[config.mk]
export PLATFORM = sky130hd
export DESIGN_NAME = dbg_display_unit
export DESIGN_NICKNAME = d
export VERILOG_FILES = /design/src/rtl/dbg_pkg.sv /design/src/rtl/btn_debounce.sv /design/src/rtl/dbg_display_unit.sv
export SDC_FILE = /design/constraint.sdc
export NUM_CORES = 1
export LEC_CHECK = 0
export ABC_AREA = 1
export CAP_MARGIN = 25
export CORE_ASPECT_RATIO = 0.75
export CORE_MARGIN = 10
export CORE_UTILIZATION = 66
export CTS_BUF_LIST = sky130_fd_sc_hd__clkbuf_8
export CTS_CLUSTER_DIAMETER = 100
export CTS_CLUSTER_SIZE = 28
export DETAILED_ROUTE_END_ITERATION = 8
export DONT_BUFFER_PORTS = 1
export PLACE_DENSITY = 0.91
export SYNTH_ARGS = -nofsm -noshare
export SYNTH_HDL_FRONTEND = slang
export SYNTH_HIERARCHICAL = 1
export SYNTH_SLANG_ARGS = --single-unit
[constraint.sdc]
create_clock -name clk -period 2.2 [get_ports clk]
set_input_delay 0.44 -clock clk [delete_from_list [all_inputs] [get_ports clk]]
set_output_delay 0.44 -clock clk [all_outputs]
set_load 0.01 [all_outputs]
[src/rtl/dbg_pkg.sv]
// dbg_pkg: shared seven-segment encoding for the debug display unit.
package dbg_pkg;
  localparam logic [6:0] SEG_BLANK = 7'h7F;
  localparam logic [6:0] SEG_LUT [16] = '{
    7'h40, 7'h79, 7'h24, 7'h30, 7'h19, 7'h12, 7'h02, 7'h78,
    7'h00, 7'h10, 7'h08, 7'h03, 7'h46, 7'h21, 7'h06, 7'h0E
  };
  function automatic logic [6:0] hex_to_seg(input logic [3:0] h);
    return SEG_LUT[h];
  endfunction
endpackage

[src/rtl/btn_debounce.sv]
// btn_debounce: accepts a level change after DEBOUNCE stable cycles, pulses rise on 0->1.
module btn_debounce #(
  parameter int DEBOUNCE = 250_000
) (
  input  logic clk,
  input  logic rst,
  input  logic raw,
  output logic level,
  output logic rise
);
  localparam int CW = $clog2(DEBOUNCE + 1);
  logic [CW-1:0] cnt;
  always_ff @(posedge clk)
    if (rst) begin
      cnt   <= '0;
      level <= 1'b0;
      rise  <= 1'b0;
    end else begin
      rise <= 1'b0;
      if (raw == level) cnt <= '0;
      else if (cnt == CW'(DEBOUNCE - 1)) begin
        cnt   <= '0;
        level <= raw;
        rise  <= raw;
      end else cnt <= cnt + CW'(1);
    end
endmodule

[src/rtl/dbg_display_unit.sv]
// dbg_display_unit: button-driven address browse, run/step control and multiplexed hex display.
module dbg_display_unit import dbg_pkg::*; #(
  parameter int N_DIGITS      = 8,
  parameter int N_SRC         = 4,
  parameter int ADDR_W        = 8,
  parameter int DEBOUNCE      = 250_000,
  parameter int SCAN_DIV      = 8192,
  parameter int REPEAT_DELAY  = 50_000_000,
  parameter int REPEAT_PERIOD = 10_000_000
) (
  input  logic                          clk,
  input  logic                          rst,
  input  logic                          btn_inc,
  input  logic                          btn_dec,
  input  logic                          btn_step,
  input  logic                          btn_run,
  input  logic [ADDR_W-1:0]             init_addr,
  input  logic [$clog2(N_SRC)-1:0]      src_sel,
  input  logic [N_SRC*4*N_DIGITS-1:0]   src_data,
  input  logic                          blank_lz,
  output logic [ADDR_W-1:0]             addr,
  output logic                          run,
  output logic                          step_pulse,
  output logic [N_DIGITS-1:0]           an,
  output logic [6:0]                    seg,
  output logic                          dp
);
  localparam int DATA_W = 4 * N_DIGITS;
  localparam int SEL_W  = $clog2(N_SRC);
  localparam int HW     = $clog2(REPEAT_DELAY + REPEAT_PERIOD + 1);
  localparam int SCW    = $clog2(SCAN_DIV + 1);
  localparam int IW     = $clog2(N_DIGITS + 1);

  logic inc_lvl, dec_lvl, step_lvl, run_lvl;
  logic inc_rise, dec_rise, step_rise, run_rise;
  logic unused_lvl;
  assign unused_lvl = step_lvl ^ run_lvl;

  btn_debounce #(.DEBOUNCE(DEBOUNCE)) u_inc  (.clk(clk), .rst(rst), .raw(btn_inc),  .level(inc_lvl),  .rise(inc_rise));
  btn_debounce #(.DEBOUNCE(DEBOUNCE)) u_dec  (.clk(clk), .rst(rst), .raw(btn_dec),  .level(dec_lvl),  .rise(dec_rise));
  btn_debounce #(.DEBOUNCE(DEBOUNCE)) u_step (.clk(clk), .rst(rst), .raw(btn_step), .level(step_lvl), .rise(step_rise));
  btn_debounce #(.DEBOUNCE(DEBOUNCE)) u_run  (.clk(clk), .rst(rst), .raw(btn_run),  .level(run_lvl),  .rise(run_rise));

  logic [HW-1:0]     hcnt;
  logic              armed, rep;
  logic              one, hit;
  logic [ADDR_W-1:0] addr_nx;
  assign one     = inc_lvl ^ dec_lvl;
  assign addr_nx = inc_lvl ? addr + ADDR_W'(1) : addr - ADDR_W'(1);
  assign hit     = hcnt == (rep ? HW'(REPEAT_PERIOD - 1) : HW'(REPEAT_DELAY - 1));

  // armed is only set by a fresh rise, so releasing one of two held buttons never steps
  always_ff @(posedge clk)
    if (rst) begin
      addr  <= init_addr;
      armed <= 1'b0;
      rep   <= 1'b0;
      hcnt  <= '0;
    end else if ((inc_rise | dec_rise) & one) begin
      addr  <= addr_nx;
      armed <= 1'b1;
      rep   <= 1'b0;
      hcnt  <= '0;
    end else if (!one || !armed) begin
      armed <= 1'b0;
      rep   <= 1'b0;
      hcnt  <= '0;
    end else if (hit) begin
      addr <= addr_nx;
      rep  <= 1'b1;
      hcnt <= '0;
    end else hcnt <= hcnt + HW'(1);

  always_ff @(posedge clk)
    if (rst) begin
      run        <= 1'b0;
      step_pulse <= 1'b0;
    end else begin
      run        <= run ^ run_rise;
      step_pulse <= step_rise & ~run;
    end

  logic [SCW-1:0]    scnt;
  logic [IW-1:0]     idx, msd;
  logic [DATA_W-1:0] snap, sel_data;
  logic [3:0]        nib;
  logic              last_s;
  assign last_s = scnt == SCW'(SCAN_DIV - 1);
  assign nib    = 4'(snap >> {idx, 2'b00});

  always_comb begin
    sel_data = '0;
    for (int k = 0; k < N_SRC; k++)
      if (src_sel == SEL_W'(k)) sel_data = src_data[k*DATA_W +: DATA_W];
  end

  always_comb begin
    msd = '0;
    for (int i = 1; i < N_DIGITS; i++)
      if (snap[i*4 +: 4] != 4'h0) msd = IW'(i);
  end

  // snapshot only at the start of a scan so a frame never mixes two values
  always_ff @(posedge clk)
    if (rst) begin
      scnt <= '0;
      idx  <= '0;
      snap <= '0;
      an   <= '1;
      seg  <= SEG_BLANK;
      dp   <= 1'b1;
    end else begin
      scnt <= last_s ? '0 : scnt + SCW'(1);
      if (last_s) idx <= (idx == IW'(N_DIGITS - 1)) ? '0 : idx + IW'(1);
      if (idx == '0 && scnt == '0) snap <= sel_data;
      an  <= ~(N_DIGITS'(1) << idx);
      seg <= (blank_lz && idx > msd) ? SEG_BLANK : hex_to_seg(nib);
      dp  <= ~(idx == '0 && run);
    end
endmodule

==> out/results.ini <==
[synthesis]
synth_simple_gate_area_frac = 0.370
netlist_area_mm2 = 0.0103
synth_edf_count = 8
synthArstFlopShare = 0
ys_ff_latch = 184
syn_inst = 1478
synth_compound_area_frac = 0.0830
synth_area_per_cell_um2 = 6.98
ys_seq_area_frac = 0.365
syn_nets = 1652
synth_mux_area_frac = 0
synth_cell_types = 43
synth_top_family_by_area = simple AND/OR/NAND/NOR gates
synth-adder-area-share = 0.0359
synth-xor-area-share = 0.0620
synthFlopType = dfxtp_1
yosysWarningCount = 6

[placed_design]
io_buffers = 0
placed_area_mm2 = 0.0104
dpl.hpwl_mm = 19.4
place_congestion = 0.951

[run]
maxCapViolCount = 0

[layout]
final_common_cell = nand2_1
final_cell_mix = 363 x nand2_1, 191 x nor2_1, 174 x dfxtp_1
diodes = 0
fin_area_mm2 = 0.0108
layout.nets = 1643
num-fill-cells = 1202
syn_to_final_growth_pct = 5.01
post-route-util = 0.709
multi_input_area_mm2 = 0.00572
drive_gt1_frac = 0.101
seq_area_mm2 = 0.00377

[global_route]
grt_max_degree = 46
antenna_found_initial = 0
grt_pass1_vias = 9067
grt_pass1_wl_mm = 42.0
globalRoute.totalOverflow = 0
grt.total_usage = 0.240

[die]
die_h_um = 128
ioPinCount = 171
start_util = 0.675
die_area_mm2 = 0.0211
core-area_mm2 = 0.0153
die_w_um = 164
rows = 39

[drt]
routed_wl_mm = 25.5
routed-wl-met2_mm = 12.2
first_pass_iters = 5
ant_nets = 0
wl_met1_mm = 11.0
drc = 0
routed.top_layer = met4
vias_per_cell = 5.59
vias = 9424
met3WireLength_mm = 1.97
drtIter0Drc = 899
wl_per_cell_um = 15.1

[setup_path]
path_cells = nor4_1 > nand2_1 > a31oi_1 > ha_1 > a21oi_1 > o21bai_1 > nand2_1 > nand2_1 > nand2_2 > nand2_1 > inv_1 > nand2_1
cp_max_fo = 5
crit_arrival_ns = 2.39
startpoint_type = flop
crit_cells = 12
path_buf_inv = 1
end_kind = flop
r2r_slack_ns = 0.17
critical-path-slowest-cell = nor4_1
critPathTopFamily = simple AND/OR/NAND/NOR gates
cp.required_ns = 2.56
path_common_cell = nand2_1
path_class = reg2reg
reg2reg_from = snap[12]
slowest_delay_ns = 0.37
r2r_cells = 12
r2r-end = seg[6]

[sta]
min_period_ns = 2.03
fin_skew_ns = 0.0121
slew_headroom = 0.653
final_hold_viol_count = 0
fmax_mhz = 492
setup_viol = 0
post-route-period-util = 0.924
worst_hold_slack_ns = 0.0392
drv_slew = 0
tightest_slew_ns = 0.519

[power]
swShare = 0.280
vdd_drop_max_uv = 425
cellPowerDensity_mw_per_mm2 = 614
leakagePower_nw = 4.05
power.internal_w = 0.00479
power_frac_comb = 0.120
pwr-share-clk = 0.337
power.switching_w = 0.00186
seq_power_share = 0.544

[worst_hold_path]
hold_class = in2reg
min_to = idx[0]
hold_start = rst
min_path_cells = 1

[outcome]
status = completed

[clock_network]
htree_num_levels = 4
cts_tree = built
cts_max_path_buffers = 2
clk_pin_slew_ns = 0.09
root_buffer = clkbuf_8
clk-insertion-delay-late_ns = 0.47
cts.sinks = 184
cts-buffers-inserted = 17

-- flip-flops by register name, summed over array words and instances (netlist names), 4 cells and up --
name	flops
snap	32
hcnt	26
u_dec/cnt	18
u_inc/cnt	18
u_run/cnt	18
u_step/cnt	18
scnt	14
addr	8
an	8
seg	7
idx	4
-- metrics by stage --
step           total power [W]  setup TNS [ns]  setup slack (ns)  std cells
2_1_floorplan          0.00430               0             0.400       1478
3_3_place_gp           0.00441               0             0.142       1652
3_5_place_dp           0.00444               0            0.0615       1652
4_1_cts                0.00665               0            0.0326       1684
5_1_grt                0.00695        -0.00141          -0.00141       1687
6_report               0.00665               0             0.168       1687
-- area by class of cell --
cell class	count	area share
multi-input combinational	1098	0.528
sequential	184	0.348
inverter	154	0.0535
tap	205	0.0237
clock buffer	17	0.0216
clock inverter	15	0.0141
timing repair buffer	14	0.0113
-- synth_stat cells (4+ instances only) --
cell type,instances,area share
a211oi_1,11,0.0080
a211oi_2,10,0.012
a21oi_1,59,0.029
a221oi_1,11,0.0093
and2_1,5,0.0030
buf_12,4,0.0078
buf_2,12,0.0058
buf_6,6,0.0065
clkbuf_1,15,0.0055
dfxtp_1,176,0.34
edfxtp_1,8,0.023
ha_1,28,0.034
inv_1,146,0.053
inv_2,6,0.0022
nand2_1,364,0.13
nand2_2,18,0.011
nand3_1,165,0.080
nand3_4,4,0.0068
nand4_1,14,0.0085
nor2_1,193,0.070
nor2_2,47,0.029
nor2_4,5,0.0055
nor3_1,21,0.010
nor3b_1,5,0.0036
o21ai_0,14,0.0068
o21ai_1,30,0.015
or2_2,7,0.0042
xnor2_1,23,0.020
xor2_1,50,0.042
-- power by group through the flow --
| stage | sequential [W] | clock, W | combinational [W] |
|---|---|---|---|
| after CTS | 0.00361 | 0.00228 | 0.000769 |
| final | 0.00361 | 0.00224 | 0.000796 |
| after global placement | 0.00368 | 0 | 0.000737 |
| after global routing | 0.00363 | 0.00241 | 0.000904 |
| after floorplan | 0.00365 | 0 | 0.000658 |
| after detailed placement | 0.00368 | 0 | 0.000761 |
-- worst register-to-register path: cells and delay by family, from the launching register on --
family / cells / cell delay [ns]
adders and majority gates: 1 / 0.27
AOI/OAI and AO/OA: 3 / 0.40
and+or+nand+nor: 7 / 0.88
buffers and inverters: 1 / 0.06
DFF: 1 / 0.33
-- cells by family after synthesis --
| kind of cell | Yosys count |
|---|---|
| AND/OR/NAND/NOR | 856 |
| buffers and inverters | 196 |
| flip-flops | 184 |
| AO/OA/AOI/OAI | 140 |
| XOR/XNOR | 73 |
| adder cells (fa/ha/maj) | 29 |
-- worst max-delay path by stage --
| stage | start | to | slack, ns |
|---|---|---|---|
| finish | snap[12] | seg[6] | 0.17 |
| global route | snap[30] | seg[5] | -0.001 |
| CTS | snap[31] | seg[5] | 0.03 |
| detailed placement | snap[31] | seg[5] | 0.06 |
| global placement | snap[31] | seg[5] | 0.14 |
| floorplan | snap[24] | seg[5] | 0.40 |
-- per-layer routing --
metal | GRT usage | up-vias
li1 | - | 4725
met1 | 0.299 | 4312
met2 | 0.399 | 350
met3 | 0.0661 | 37
met4 | 0.0650 | 0
met5 | 0 | -
-- repair_timing --
item,4_1_cts,5_1_grt
gates resized for setup,0,8
setup buffers,0,0
endpoints found under the setup margin,0,7
endpoints found under the hold margin,0,2
hold buffers,0,1
Power figures use the tool's default switching activity.
